### src/rtl/uart_pkg.sv
// uart_pkg
//   Shared definitions for the UART receiver (and the matching transmitter):
//   receiver state encoding, parity-mode constants and the 3-tap majority
//   helper used by the line sampler.
//   No ports (package).
package uart_pkg;

  typedef enum logic [2:0] {
    ST_IDLE       = 3'd0,
    ST_START      = 3'd1,
    ST_DATA       = 3'd2,
    ST_PARITY     = 3'd3,
    ST_STOP       = 3'd4,
    ST_BREAK_WAIT = 3'd5
  } rx_state_t;

  localparam int PARITY_NONE = 0;
  localparam int PARITY_ODD  = 1;
  localparam int PARITY_EVEN = 2;

  function automatic logic majority3(input logic [2:0] s);
    return (s[0] & s[1]) | (s[0] & s[2]) | (s[1] & s[2]);
  endfunction

endpackage

### src/rtl/uart_rx_sampler.sv
// uart_rx_sampler
//   Brings the asynchronous RX line into the clock domain with a 2-flop
//   synchroniser, then keeps the last three synchronised samples and
//   reports their majority so a single-cycle glitch at mid-bit is ignored.
//   Ports:
//     i_Clock    in   system clock
//     i_Rst_L    in   synchronous reset, active low (everything resets to 1 = idle line)
//     rx_serial  in   raw asynchronous line
//     rx_sync    out  synchronised line (edge detection)
//     rx_vote    out  majority of the last three synchronised samples
module uart_rx_sampler
  import uart_pkg::*;
(
  input  logic i_Clock,
  input  logic i_Rst_L,
  input  logic rx_serial,
  output logic rx_sync,
  output logic rx_vote
);

  logic [1:0] sync_reg;
  logic [2:0] hist_reg;

  always_ff @(posedge i_Clock) begin
    if (!i_Rst_L) begin
      sync_reg <= 2'b11;
      hist_reg <= 3'b111;
    end else begin
      sync_reg <= {sync_reg[0], rx_serial};
      hist_reg <= {hist_reg[1:0], sync_reg[1]};
    end
  end

  assign rx_sync = sync_reg[1];
  assign rx_vote = majority3(hist_reg);

endmodule

### src/rtl/uart_rx_cfg.sv
// uart_rx_cfg
//   Configurable UART receiver: DATA_BITS data bits LSB first, optional
//   odd/even parity, 1 or 2 stop bits. A completed frame is held in an
//   output register until the consumer takes it with i_RX_Ready; a frame
//   completing while the register is still full is dropped and flagged
//   with a one-cycle o_Overrun pulse.
//   Ports:
//     i_Clock      in   system clock
//     i_Rst_L      in   synchronous reset, active low
//     i_RX_Serial  in   asynchronous serial line, idle high
//     i_RX_Ready   in   consumer takes the held frame when o_RX_DV is high
//     o_RX_DV      out  frame held, high until accepted
//     o_RX_Byte    out  received data bits
//     o_Parity_Err out  parity mismatch on the held frame
//     o_Frame_Err  out  first stop bit sampled low on the held frame
//     o_Overrun    out  one-cycle pulse when a completed frame is dropped
//     o_Busy       out  receiver is not idle
module uart_rx_cfg
  import uart_pkg::*;
#(
  parameter int CLKS_PER_BIT = 217,
  parameter int DATA_BITS    = 8,
  parameter int PARITY_MODE  = 0,
  parameter int STOP_BITS    = 1
) (
  input  logic                 i_Clock,
  input  logic                 i_Rst_L,
  input  logic                 i_RX_Serial,
  input  logic                 i_RX_Ready,
  output logic                 o_RX_DV,
  output logic [DATA_BITS-1:0] o_RX_Byte,
  output logic                 o_Parity_Err,
  output logic                 o_Frame_Err,
  output logic                 o_Overrun,
  output logic                 o_Busy
);

  localparam int CNT_W = $clog2(CLKS_PER_BIT);
  localparam int IDX_W = $clog2(DATA_BITS);
  localparam logic [CNT_W-1:0] MID       = CNT_W'((CLKS_PER_BIT - 1) / 2);
  localparam logic [CNT_W-1:0] LAST      = CNT_W'(CLKS_PER_BIT - 1);
  localparam logic [IDX_W-1:0] LAST_IDX  = IDX_W'(DATA_BITS - 1);
  localparam logic             LAST_STOP = 1'(STOP_BITS - 1);
  localparam logic             ODD_SENSE = (PARITY_MODE == PARITY_ODD);

  logic rx_sync;
  logic rx_vote;

  uart_rx_sampler u_sampler (
    .i_Clock   (i_Clock),
    .i_Rst_L   (i_Rst_L),
    .rx_serial (i_RX_Serial),
    .rx_sync   (rx_sync),
    .rx_vote   (rx_vote)
  );

  rx_state_t            state_reg;
  logic [CNT_W-1:0]     cnt_reg;
  logic [IDX_W-1:0]     idx_reg;
  logic                 stop_idx_reg;
  logic [DATA_BITS-1:0] shift_reg;
  logic [DATA_BITS-1:0] shift_next;
  logic                 perr_reg;
  logic                 ferr_reg;
  logic                 dv_reg;
  logic [DATA_BITS-1:0] byte_reg;
  logic                 perr_out_reg;
  logic                 ferr_out_reg;
  logic                 ovr_reg;

  logic bit_end;
  logic frame_done;
  logic frame_ferr;

  // Only the bit addressed by idx_reg takes the voted sample.
  for (genvar gi = 0; gi < DATA_BITS; gi++) begin : g_shift
    assign shift_next[gi] = (idx_reg == IDX_W'(gi)) ? rx_vote : shift_reg[gi];
  end

  assign bit_end    = (cnt_reg == LAST);
  assign frame_done = (state_reg == ST_STOP) && bit_end && (stop_idx_reg == LAST_STOP);
  // With a single stop bit the framing verdict is formed in the completion
  // cycle itself, so it has to bypass ferr_reg.
  assign frame_ferr = (stop_idx_reg == 1'b0) ? ~rx_vote : ferr_reg;

  always_ff @(posedge i_Clock) begin
    if (!i_Rst_L) begin
      state_reg    <= ST_IDLE;
      cnt_reg      <= '0;
      idx_reg      <= '0;
      stop_idx_reg <= 1'b0;
      shift_reg    <= '0;
      perr_reg     <= 1'b0;
      ferr_reg     <= 1'b0;
      dv_reg       <= 1'b0;
      byte_reg     <= '0;
      perr_out_reg <= 1'b0;
      ferr_out_reg <= 1'b0;
      ovr_reg      <= 1'b0;
    end else begin
      ovr_reg <= 1'b0;

      case (state_reg)
        ST_IDLE: begin
          cnt_reg <= '0;
          if (!rx_sync) state_reg <= ST_START;
        end
        ST_START: begin
          if (cnt_reg == MID) begin
            cnt_reg   <= '0;
            idx_reg   <= '0;
            // A start bit that is high again at mid-bit was a glitch.
            state_reg <= rx_vote ? ST_IDLE : ST_DATA;
          end else begin
            cnt_reg <= cnt_reg + CNT_W'(1);
          end
        end
        ST_DATA: begin
          if (bit_end) begin
            cnt_reg   <= '0;
            shift_reg <= shift_next;
            if (idx_reg == LAST_IDX) begin
              stop_idx_reg <= 1'b0;
              state_reg    <= (PARITY_MODE != PARITY_NONE) ? ST_PARITY : ST_STOP;
            end else begin
              idx_reg <= idx_reg + IDX_W'(1);
            end
          end else begin
            cnt_reg <= cnt_reg + CNT_W'(1);
          end
        end
        ST_PARITY: begin
          if (bit_end) begin
            cnt_reg      <= '0;
            perr_reg     <= (^shift_reg) ^ rx_vote ^ ODD_SENSE;
            stop_idx_reg <= 1'b0;
            state_reg    <= ST_STOP;
          end else begin
            cnt_reg <= cnt_reg + CNT_W'(1);
          end
        end
        ST_STOP: begin
          if (bit_end) begin
            cnt_reg <= '0;
            if (stop_idx_reg == 1'b0) ferr_reg <= ~rx_vote;
            if (stop_idx_reg == LAST_STOP) begin
              // Line still low at the last stop bit: wait out the break.
              state_reg <= rx_vote ? ST_IDLE : ST_BREAK_WAIT;
            end else begin
              stop_idx_reg <= 1'b1;
            end
          end else begin
            cnt_reg <= cnt_reg + CNT_W'(1);
          end
        end
        ST_BREAK_WAIT: begin
          if (rx_sync) state_reg <= ST_IDLE;
        end
        default: state_reg <= ST_IDLE;
      endcase

      // Output holding register: a completing frame wins over a plain accept
      // because it refills the register in the same cycle.
      if (frame_done) begin
        if (!dv_reg || i_RX_Ready) begin
          byte_reg     <= shift_reg;
          perr_out_reg <= (PARITY_MODE != PARITY_NONE) && perr_reg;
          ferr_out_reg <= frame_ferr;
          dv_reg       <= 1'b1;
        end else begin
          ovr_reg <= 1'b1;
        end
      end else if (dv_reg && i_RX_Ready) begin
        dv_reg <= 1'b0;
      end
    end
  end

  assign o_RX_DV      = dv_reg;
  assign o_RX_Byte    = byte_reg;
  assign o_Parity_Err = perr_out_reg;
  assign o_Frame_Err  = ferr_out_reg;
  assign o_Overrun    = ovr_reg;
  assign o_Busy       = (state_reg != ST_IDLE);

endmodule

### config.mk
export PLATFORM = sky130hd
export DESIGN_NAME = uart_rx_cfg
export DESIGN_NICKNAME = d
export VERILOG_FILES = /design/src/rtl/uart_pkg.sv /design/src/rtl/uart_rx_sampler.sv /design/src/rtl/uart_rx_cfg.sv
export SDC_FILE = /design/constraint.sdc
export NUM_CORES = 1
export LEC_CHECK = 0
export BUFFER_PORTS_ARGS = -buffer_cell sky130_fd_sc_hd__buf_2
export CAP_MARGIN = 5
export CORE_ASPECT_RATIO = 0.7
export CORE_MARGIN = 2
export CORE_UTILIZATION = 52
export DETAILED_ROUTE_END_ITERATION = 6
export GPL_ROUTABILITY_DRIVEN = 0
export PLACE_DENSITY = 0.74
export RECOVER_POWER = 100
export SYNTH_ARGS = -nofsm -noshare
export SYNTH_HDL_FRONTEND = slang
export SYNTH_SLANG_ARGS = --single-unit
### constraint.sdc
create_clock -name i_Clock -period 2 [get_ports i_Clock]
set_clock_uncertainty 0.15 [all_clocks]
set_input_delay 0.2 -clock i_Clock [delete_from_list [all_inputs] [get_ports i_Clock]]
set_output_delay 0.2 -clock i_Clock [all_outputs]
set_load 0.005 [all_outputs]
-- After elaboration in Yosys (flattened, before gate mapping)
Index checks and enable logic that the tools add are counted.
- add/sub/neg operators: 2
- eq/ne operators: 24
- muxes and demuxes: 29
- bitwise gates (word level): 7
- reduce and logical (&&, ||, !) cells: 28
- operators with widths (operator ; number):
    two-way mux 3 bit ; 12
    case mux 8 bit (3 select lines) ; 1
    AND reduction 3 bit ; 8
    == test 3 bit (second input constant) ; 6
    case mux 3 bit (6 select lines) ; 1
    two-way mux 8 bit ; 2
    inequality test 2 bit (second input constant) ; 8
    == test 3 x 2 -> 1 bit (second input constant) ; 4
    two-way mux 1 bit ; 10
    nonzero test 3 bit ; 3
    adder 8 x 1 -> 8 bit (second input constant) ; 1
    == test 8 x 7 -> 1 bit (second input constant) ; 1
    == test 8 bit (second input constant) ; 1
    AND reduction 2 bit ; 4
    AND reduction 8 bit ; 1
    == test 3 x 1 -> 1 bit (second input constant) ; 2
    logical NOT 3 bit ; 2
    case mux 3 bit (2 select lines) ; 1
    AND reduction 5 bit ; 1
    inequality test 2 x 1 -> 1 bit (second input constant) ; 2
    AND reduction 4 bit ; 1
    nonzero test 2 bit ; 2
    adder 3 x 1 -> 3 bit (second input constant) ; 1
    AND 1 bit ; 3
    other kinds (8) ; 12
- flip-flop bits (word level): 40
- bits of input ports: 4
- output and inout port bits: 13

-- Depth between registers and ports, before layout
Gate-level depths: netlist of run 1.
- depth in word-level cells: 7
- depth in mapped cells: 9

-- Modules after synthesis
Synthesis of run 1 repeated with hierarchy kept, for this count alone.
- cells, all modules: 199
- area, all modules: 1774.2 sq um
- by module, submodules not included (module ; times used ; cells each ; area an instance (sq um)):
    uart_rx_cfg ; 1 ; 188 ; 1631.6
    uart_rx_sampler ; 1 ; 11 ; 142.6

-- Worst setup path after synthesis of run 1
OpenSTA, ideal clock, no wires.
- path type: reg-to-reg
- start: register cnt_reg[2]
- end: register ferr_out_reg, in the netlist o_Frame_Err
- library setup time: 0.116 ns
- data arrival time: 1.614 ns
- setup slack: 0.119 ns
- cell stages (with the launch flop): 9
- buffers on the path: 3
- period minus slack after synthesis: 1.881 ns
- cell sequence: dfxtp_1 > nand4bb_1 > buf_2 > or2_1 > buf_6 > or3_1 > buf_6 > nand2_1 > a21boi_1
- word-level cells in the longest chain between the ends: 4
- ends and longest elaborated chain (element ; line ; source):
    start, declared ; uart_rx_cfg.sv:58 ; logic [CNT_W-1:0] cnt_reg;
    start signal, assigned ; uart_rx_cfg.sv:115 ; cnt_reg <= cnt_reg + CNT_W'(1);
    start signal, assigned ; uart_rx_cfg.sv:129 ; cnt_reg <= cnt_reg + CNT_W'(1);
    start signal, assigned ; uart_rx_cfg.sv:139 ; cnt_reg <= cnt_reg + CNT_W'(1);
    == test 8 bit ; uart_rx_cfg.sv:80 ; assign bit_end = (cnt_reg == LAST);
    logical AND 1 bit (2 in a row) ; uart_rx_cfg.sv:81 ; assign frame_done = (state_reg == ST_STOP) && bit_end && (stop_idx_reg == LAST_STOP);
    AND reduction 2 bit (no source line) ; -- ;
    end signal, assigned ; uart_rx_cfg.sv:168 ; ferr_out_reg <= frame_ferr;
    end, declared ; uart_rx_cfg.sv:68 ; logic ferr_out_reg;
No other way between the ends.
A chain may end at the register's enable or synchronous reset.

-- Worst setup path in the final report of run 1
- start: register state_reg[1]
- end: register idx_reg[1]
- word-level cells in the longest chain between the ends: 3
- ends and longest elaborated chain (element ; line ; source):
    start, declared ; uart_rx_cfg.sv:57 ; rx_state_t state_reg;
    start signal, assigned ; uart_rx_cfg.sv:113 ; state_reg <= rx_vote ? ST_IDLE : ST_DATA;
    start signal, assigned ; uart_rx_cfg.sv:124 ; state_reg <= (PARITY_MODE != PARITY_NONE) ? ST_PARITY : ST_STOP;
    start signal, assigned ; uart_rx_cfg.sv:148 ; state_reg <= rx_vote ? ST_IDLE : ST_BREAK_WAIT;
    == test 3 x 2 -> 1 bit or == test 3 x 1 -> 1 bit (tied branches) ; uart_rx_cfg.sv:103 ; case (state_reg)
    inequality test 2 bit (no source line) or nonzero test 2 bit (tied branches) ; -- ;
    AND reduction 4 bit (no source line) ; -- ;
    end signal, assigned ; uart_rx_cfg.sv:126 ; idx_reg <= idx_reg + IDX_W'(1);
    end, declared ; uart_rx_cfg.sv:59 ; logic [IDX_W-1:0] idx_reg;
Parallel ways exist; a longest one is shown, timed or not.

==> out/qor.csv, run 1 <==
metric,value,unit
status,completed,
dp_slack,0.0223,ns
area_delta_synth_final,15.1,%
tightest_slew,0.704,ns
clock.fmax,529,MHz
synth_most_common_cell,nand2_1,
place_inst,289,
worstPathMaxFanout,11,
portBuffers,15,
synth_top_area_frac,0.404,
period_needed,1.89,ns
ir_drop,0.482,mV
ys_top_cells_by_count,"41 x nand2_1, 38 x dfxtp_1, 15 x nor2_1",
startpoint_type,flip-flop,
antenna_found_initial,0,
rows,18,
dr_total_vias,1563,
diodes,0,
wl,3740,µm
initial_core_util,0.539,
dp_hpwl,2700,µm
synthFlopType,dfxtp_1,
syn_nets,233,
synthesis.area,1880,µm²
clockBufferDepth,2,
end_kind,flip-flop,
die_w,75.9,µm
design_area,2170,µm²
fin_crit_sh,0.945,
clock-sinks,38,
grt_max_degree,21,
place_area,2070,µm²
cts_tree,built,
slew_viol_final,0,
clk_latency,0.29,ns
synthDistinctLibCells,46,
final_nets,259,
finalSetupViolCount,0,
die_y,54.4,µm
worst-setup-path-type,reg2reg,
synthCells,221,
ys_ff_latch,38,
dr.first_iter.drc_count,46,
numCtsBuffers,5,
path_clk_slew,0.07,ns
required,2.09,ns
synth-edff-count,0,
post_drt_via_cell_ratio,5.24,
wire_per_inst,12.6,µm
synthTopCellsByArea,"dfxtp_1 40%, nand2_1 8.2%, ha_1 5.3%, a21boi_0 3.6%, a21boi_1 3.6%",
grt_use_total,0.199,
drv_cap,0,
setup_ws,0.110,ns
drc,0,
synth_area_per_cell,8.52,µm²
finalNonFillerCells,298,
ys_seq_area_frac,0.404,
p_leak,0.761,nW
ff2ff_setup_slack,0.11,ns
grt_pass1_wl,6320,µm
power.density,799,nW/µm²
ys_async_sr_fraction,0,
relSlewSlack,0.531,
cp.arrival,1.98,ns
coreArea,3490,µm²
synth_top_cell_by_area,dfxtp_1,
htreeDepth,2,
layout-drive-gt1-share,0.169,
hold_viol_final,0,
first_pass_iters,4,
final_antenna_net_count,0,
cts_setup_buffers,0,
globalRouteOverflowTotal,0,
die_area,4130,µm²
grt_pass1_vias,1333,
io_pins,17,
num-fill-cells,319,
yosys_warnings,0,
cts_root_buffer,clkbuf_8,
min_path_type,in2reg,
==> where the power goes <==
part           switching [mW]  internal (mW)  total, mW
registers              0.0222          0.786      0.809
clock network           0.258          0.278      0.536
logic                   0.227          0.161      0.388
total                   0.507           1.23       1.73
==> worst paths after layout <==
kind	start	endpoint	depth (start not counted)
hold / removal	i_RX_Ready	o_Overrun	3
hold reg to reg	u_sampler.sync_reg[0]	u_sampler.sync_reg[1]	1
setup reg to reg	state_reg[1]	idx_reg[1]	6
setup / recovery	state_reg[1]	idx_reg[1]	6
==> area by class of cell <==
type | count | area, µm² | area share
Tap cell | 50 | 62.6 | 0.0289
Timing Repair Buffer | 32 | 180 | 0.0831
Sequential cell | 38 | 763 | 0.352
Multi-Input combinational cell | 163 | 1040 | 0.482
Clock inverter | 1 | 5.00 | 0.00231
Inverter | 7 | 26.3 | 0.0121
Clock buffer | 7 | 86.3 | 0.0398
==> logic make-up (layout without fill, tap and decap cells) <==
family,count (synthesis),in the layout,synth area share
fa+ha+maj,9,9,0.0585
other cells,1,1,0.00199
flops,38,38,0.404
buf+inv,20,47,0.0512
simple gates,102,102,0.279
compound gates,40,40,0.150
mux,6,6,0.0319
xor+xnor,5,5,0.0233
==> layer usage <==
metal / up-vias / wire [µm] / global-route usage
li1: 808 / - / -
met1: 700 / 1940 / 0.275
met2: 53 / 1530 / 0.286
met3: 2 / 241 / 0.0561
met4: 0 / 32 / 0.103
met5: - / 0 / 0
==> critical path, stage by stage (launching register included) <==
cell and delay [ns]:
dfxtp_1 0.31, buf_4 0.17, or3b_2 0.50, o32a_1 0.21, nor2_2 0.18, mux2i_1 0.20, and2_1 0.13
==> per-stage QoR <==
stage	TNS (ns)	power [mW]	hold WS, ns	util
final	0	1.73	0.133	0.621
after global routing	-0.0275	1.81	0.169	0.621
after CTS	0	1.74	0.116	0.622
after detailed placement	0	1.20	0.237	0.593
after global placement	0	1.20	0.232	0.593
after floorplan	0	1.07	0.151	-
==> what timing repair did <==
action,in CTS,in global routing
hold buffers,1,0
endpoints found under the hold margin,1,0
setup endpoints to repair,0,19
resized for setup,0,8
==> placed cells by master (no fill, tap or decap), drive strengths merged, types with 2 or more instances in the layout <==
cell / netlist / final
a21boi: 18 / 18
o221ai: 2 / 2
mux2i: 6 / 6
inv: 7 / 7
nand2b: 7 / 7
clkbuf: 8 / 19
o22ai: 2 / 2
ha: 8 / 8
a21oi: 5 / 5
nor4: 2 / 2
dfxtp: 38 / 38
nand2: 41 / 41
nand4: 4 / 4
or3b: 2 / 2
nand3: 11 / 11
nor2: 16 / 16
o21ai: 6 / 6
nor2b: 4 / 4
nor3b: 2 / 2
xor2: 3 / 3
and3: 2 / 2
xnor2: 2 / 2
nor3: 2 / 2
nand4bb: 2 / 2
or2: 2 / 2
nand3b: 2 / 2
buf: 5 / 19
Power figures use the tool's default switching activity.
==> inputs of run 2 (changes only) <==
--- a/config.mk
+++ b/config.mk
@@ -13,7 +13,7 @@
 export DETAILED_ROUTE_END_ITERATION = 6
 export GPL_ROUTABILITY_DRIVEN = 0
 export PLACE_DENSITY = 0.74
-export RECOVER_POWER = 100
+export RECOVER_POWER = 25
 export SYNTH_ARGS = -nofsm -noshare
 export SYNTH_HDL_FRONTEND = slang
 export SYNTH_SLANG_ARGS = --single-unit
==> run 2 against run 1 <==
Against the previous run: combinational power is 3% higher; sequential share of layout area is 0.28 points lower; critical path depth stayed put; global-route usage stayed put; via count is 0.51% higher; utilization is 0.50 points higher; hold slack better by 0.0011 ns; critical endpoint unchanged; highest routed layer unchanged.
==> out/qor.csv, run 2 (same netlist as run 1, synthesis figures left out) <==
metric,value,unit,change
met3WireLength,242,µm,+0.41%
cp.arrival,1.98,ns,about the same
fin_util,0.626,,+0.00502
ir_drop,0.481,mV,-0.16%
wl,3740,µm,about the same
first_pass_iters,4,,unchanged
post_drt_via_cell_ratio,5.27,,+0.51%
p_int,1.24,mW,+0.92%
power.total,1.74,mW,+0.52%
portBuffers,15,,unchanged
coreArea,3490,µm²,unchanged
antenna_found_initial,0,,unchanged
layout_common_cells,"41 x nand2_1, 36 x dfxtp_1, 15 x buf_4",,
worst-setup-path-type,reg2reg,,
clk_latency,0.29,ns,about the same
period_needed,1.89,ns,+0.00162 ns
grt_max_degree,21,,unchanged
area_delta_synth_final,16.1,%,
grt_pass1_wl,6320,µm,unchanged
globalRouteOverflowTotal,0,,unchanged
min_from,i_RX_Ready,,
clkPwrFrac,0.307,,-0.002
wire_per_inst,12.6,µm,about the same
path_clk_slew,0.07,ns,about the same
clock-sinks,38,,unchanged
dr.first_iter.drc_count,65,,+41%
ff2ff_setup_slack,0.11,ns,about the same
p_leak,0.788,nW,+3.5%
min_path_type,in2reg,,
initial_core_util,0.539,,unchanged
p_sw,0.505,mW,-0.44%
layout-drive-gt1-share,0.194,,+0.0242
slew_viol_final,0,,unchanged
met2WireLength,1540,µm,+0.85%
diodes,0,,unchanged
tightest_slew,0.705,ns,+0.00128 ns
top_layer,met4,,
clock.fmax,529,MHz,about the same
r2r_start,state_reg[1],,
relSlewSlack,0.530,,-0.000850
netSwitchingFraction,0.290,,-0.00281
finalNonFillerCells,298,,unchanged
startpoint_type,flip-flop,,
drv_cap,0,,unchanged
hold_viol_final,0,,unchanged
drc,0,,unchanged
cts_tree,built,,
cts_setup_buffers,0,,unchanged
die_y,54.4,µm,unchanged
final_antenna_net_count,0,,unchanged
die_w,75.9,µm,unchanged
grt_pass1_vias,1333,,unchanged
final_common_cell,nand2_1,,
worstPathMaxFanout,11,,unchanged
power.density,796,nW/µm²,-0.28%
setup.worst_path.start,state_reg[1],,
final_nets,259,,unchanged
power_frac_comb,0.229,,+0.005
power_frac_seq,0.464,,-0.003
setup_tns,0,ns,unchanged
finalSetupViolCount,0,,unchanged
cts_root_buffer,clkbuf_8,,
io_pins,17,,unchanged
end_kind,flip-flop,,
holdWs,0.134,ns,+0.00105 ns
numCtsBuffers,5,,unchanged
dr_total_vias,1571,,+0.51%
place_inst,289,,unchanged
htreeDepth,2,,unchanged
grt_use_total,0.199,,unchanged
dp_hpwl,2700,µm,unchanged
die_area,4130,µm²,unchanged
wl_met1,1930,µm,-0.77%
fin_crit_sh,0.946,,about the same
required,2.09,ns,about the same
clockBufferDepth,2,,unchanged
status,completed,,
rows,18,,unchanged
[run 2: power groups by stage]
stage | clock, mW | combinational [mW] | sequential, mW
6_report | 0.534 | 0.398 | 0.808
2_1_floorplan | 0 | 0.255 | 0.818
3_3_place_gp | 0 | 0.378 | 0.822
3_5_place_dp | 0 | 0.381 | 0.822
5_1_grt | 0.574 | 0.438 | 0.814
4_1_cts | 0.551 | 0.383 | 0.805
[run 2: metrics by stage]
step / cell area [µm²] / setup WS [ns]
2_1_floorplan: 1880 / 0.119
3_3_place_gp: 2070 / 0.0550
3_5_place_dp: 2070 / 0.0223
4_1_cts: 2170 / 0.0110
5_1_grt: 2190 / -0.0132
6_report: 2190 / 0.109
[run 2: critical path, cell delays in order, from the launching register on]
cell and delay [ns]:
dfxtp_1 0.31, buf_4 0.17, or3b_2 0.50, o32a_1 0.21, nor2_2 0.18, mux2i_1 0.20
and2_1 0.13
[run 2: area by class of cell]
cell class	instances	area, µm²
fillers	309	1310
multi-input cells	163	1040
flip-flops and latches	38	763
repair buffers	32	198
clock buffers	7	86.3
well taps	50	62.6
inverters	7	26.3
clock inverters	1	5.00
[run 2: final timing paths]
path / to / cells past startpoint
worst max-delay path: idx_reg[1] / 6
worst min-delay path: o_Overrun / 3
worst max register to register: idx_reg[1] / 6
worst min register to register: u_sampler.sync_reg[1] / 1
[run 2: timing repair]
action                                  in CTS  in global routing
hold buffers                                 1                  0
endpoints found under the setup margin       0                 19
gates resized for setup                      0                  8
endpoints found under the hold margin        1                  0
[run 2: metal layers]
layer / vias up / global-route usage
met2: 53 / 0.286
met3: 2 / 0.0561
met1: 709 / 0.275
met4: 0 / 0.103
met5: - / 0
li1: 807 / -
==> inputs of run 3 (changes only) <==
--- a/config.mk
+++ b/config.mk
@@ -8,11 +8,11 @@
 export BUFFER_PORTS_ARGS = -buffer_cell sky130_fd_sc_hd__buf_2
 export CAP_MARGIN = 5
 export CORE_ASPECT_RATIO = 0.7
-export CORE_MARGIN = 2
-export CORE_UTILIZATION = 52
+export CORE_MARGIN = 5
+export CORE_UTILIZATION = 55
 export DETAILED_ROUTE_END_ITERATION = 6
 export GPL_ROUTABILITY_DRIVEN = 0
-export PLACE_DENSITY = 0.74
+export PLACE_DENSITY = 0.75
 export RECOVER_POWER = 25
 export SYNTH_ARGS = -nofsm -noshare
 export SYNTH_HDL_FRONTEND = slang
==> constraint.sdc (replaced) <==
create_clock -name i_Clock -period 2.4 [get_ports i_Clock]
set_clock_uncertainty 0.15 [all_clocks]
set_input_delay 0.24 -clock i_Clock [delete_from_list [all_inputs] [get_ports i_Clock]]
set_output_delay 0.24 -clock i_Clock [all_outputs]
set_load 0.005 [all_outputs]
==> run 3 against run 2 <==
Against the previous run: cell count is 4.7% lower; fmax is 9.9% lower; critical path depth is 1 lower; flip-flop and latch count stayed put; count of clock-buffer cells in the layout stayed put; routed wire length is 6.5% lower; via count is 4.9% lower; power is 20% lower; design area is 5.0% lower; global-route usage is 3.0 points lower; critical path type unchanged; register-to-register slack better by 0.19 ns.
==> out/qor.csv, run 3 (same netlist as run 1, synthesis figures left out) <==
metric,value,unit,change
status,completed,,
initial_core_util,0.586,,+0.0469
power.density,674,nW/µm²,-15%
antenna_found_initial,0,,unchanged
num-fill-cells,275,,-11%
post_drt_via_cell_ratio,5.26,,-0.21%
cts_tree,built,,
dp_hpwl,2510,µm,-7.2%
area_delta_synth_final,10.2,%,
final_antenna_net_count,0,,unchanged
wire_per_inst,12.3,µm,-1.9%
crit_path_max_incr_delay,0.54,ns,+0.04 ns
io_pins,17,,unchanged
worst-setup-path-type,reg2reg,,
layout-drive-gt1-share,0.122,,-0.0712
wl,3500,µm,-6.5%
worstPathMaxFanout,12,,+1
crit_chain,"or3b_2, o32a_1, nor2_2, mux2i_1, and2_1",,
grt_max_degree,27,,+29%
rows,17,,-1
period_needed,2.10,ns,+0.208 ns
ir_drop,0.402,mV,-16%
setup.worst_path.start,state_reg[1],,
worstReg2RegEnd,idx_reg[1],,
required,2.48,ns,+0.39 ns
clock.fmax,476,MHz,-9.9%
netSwitchingFraction,0.288,,-0.00183
fin_crit_sh,0.875,,-0.0708
clockBufferDepth,2,,unchanged
globalRouteOverflowTotal,0,,unchanged
portBuffers,15,,unchanged
clock-sinks,38,,unchanged
end_kind,flip-flop,,
p_sw,0.403,mW,-20%
p_int,0.996,mW,-19%
clk_latency,0.29,ns,about the same
numCtsBuffers,5,,unchanged
p_leak,0.720,nW,-8.6%
cts_root_buffer,clkbuf_8,,
r2r_start,state_reg[1],,
die_y,59.0,µm,+8.5%
relSlewSlack,0.401,,-0.129
min_path_type,in2reg,,
startpoint_type,flip-flop,,
rsz0062_at_grt,false,,
drc,0,,unchanged
hold_viol_final,0,,unchanged
power_frac_comb,0.175,,-0.054
coreArea,3210,µm²,-8.0%
drv_cap,0,,unchanged
path_clk_slew,0.07,ns,about the same
place_inst,275,,-4.8%
finalSetupViolCount,0,,unchanged
first_pass_iters,4,,unchanged
cp.arrival,2.18,ns,+0.20 ns
htreeDepth,2,,unchanged
setup_tns,0,ns,unchanged
ff2ff_setup_slack,0.30,ns,+0.19 ns
diodes,0,,unchanged
layout_common_cells,"41 x nand2_1, 38 x dfxtp_1, 15 x nor2_1",,
die_w,79.9,µm,+5.3%
dr.first_iter.drc_count,83,,+28%
die_area,4710,µm²,+14%
tightest_slew,0.899,ns,+0.193 ns
grt_pass1_vias,1332,,-0.075%
final_nets,248,,-4.2%
finalNonFillerCells,284,,-4.7%
final_common_cell,nand2_1,,
grt_use_total,0.168,,-0.0305
slew_viol_final,0,,unchanged
dr_total_vias,1494,,-4.9%
clkPwrFrac,0.322,,+0.015
power_frac_seq,0.502,,+0.038
cp-endpoint,idx_reg[1],,
r2r_cells,5,,-1
cpMaxStageDelayCell,or3b_2,,
grt_pass1_wl,6160,µm,-2.5%
run 3: worst min-delay path by stage:
stage / startpoint / endpoint / slack (ns) / cells past startpoint
finish: i_RX_Ready / o_Overrun / 0.18 / 3
CTS: i_Rst_L / o_RX_DV / 0.13 / 2
global route: i_RX_Ready / o_Overrun / 0.19 / 3
detailed placement: u_sampler.sync_reg[0] / u_sampler.sync_reg[1] / 0.26 / 1
floorplan: i_RX_Serial / u_sampler.sync_reg[0] / 0.19 / 1
global placement: u_sampler.sync_reg[0] / u_sampler.sync_reg[1] / 0.24 / 1
run 3: critical path: cells and delay by family, from the launching register on:
kind,cells,cell delay (ns)
AND/OR/NAND/NOR,3,0.83
multiplexers,1,0.19
AO/OA/AOI/OAI,1,0.34
flip-flops,1,0.53
run 3: per-layer routing:
layer | share of wire | global-route usage | up-vias
met3 | 0.067 | 0.0535 | 5
li1 | - | - | 785
met5 | 0 | 0 | -
met4 | 0.011 | 0.0578 | 0
met1 | 0.54 | 0.256 | 663
met2 | 0.38 | 0.219 | 41
run 3: through the flow:
step	power (mW)	hold slack [ns]	instance area [µm²]	utilization	setup slack [ns]
floorplan	0.894	0.191	1880	-	0.519
global placement	0.959	0.245	1980	0.618	0.341
detailed placement	0.960	0.256	1980	0.618	0.340
CTS	1.41	0.126	2090	0.649	0.323
global route	1.48	0.191	2080	0.646	0.121
finish	1.40	0.177	2080	0.646	0.300
run 3: layout make-up:
| cell class | count | area [µm²] | share of cell area |
|---|---|---|---|
| Clock buffer | 7 | 86.3 | 0.0416 |
| Clock inverter | 1 | 5.00 | 0.00241 |
| Inverter | 7 | 26.3 | 0.0127 |
| Multi-Input combinational cell | 163 | 1030 | 0.494 |
| Sequential cell | 38 | 761 | 0.366 |
| Tap cell | 47 | 58.8 | 0.0283 |
| Timing Repair Buffer | 21 | 113 | 0.0542 |
run 3: repair_timing:
action / 4_1_cts / 5_1_grt
gates resized for setup: 0 / 0
hold endpoints to repair: 1 / 0
hold buffers: 1 / 0
buffers inserted: 0 / 0
run 3: power groups by stage:
stage | logic [mW] | registers (mW) | clock network, mW
after global placement | 0.243 | 0.715 | 0
after detailed placement | 0.243 | 0.716 | 0
after floorplan | 0.212 | 0.682 | 0
after CTS | 0.245 | 0.702 | 0.459
final | 0.245 | 0.703 | 0.451
after global routing | 0.279 | 0.709 | 0.487
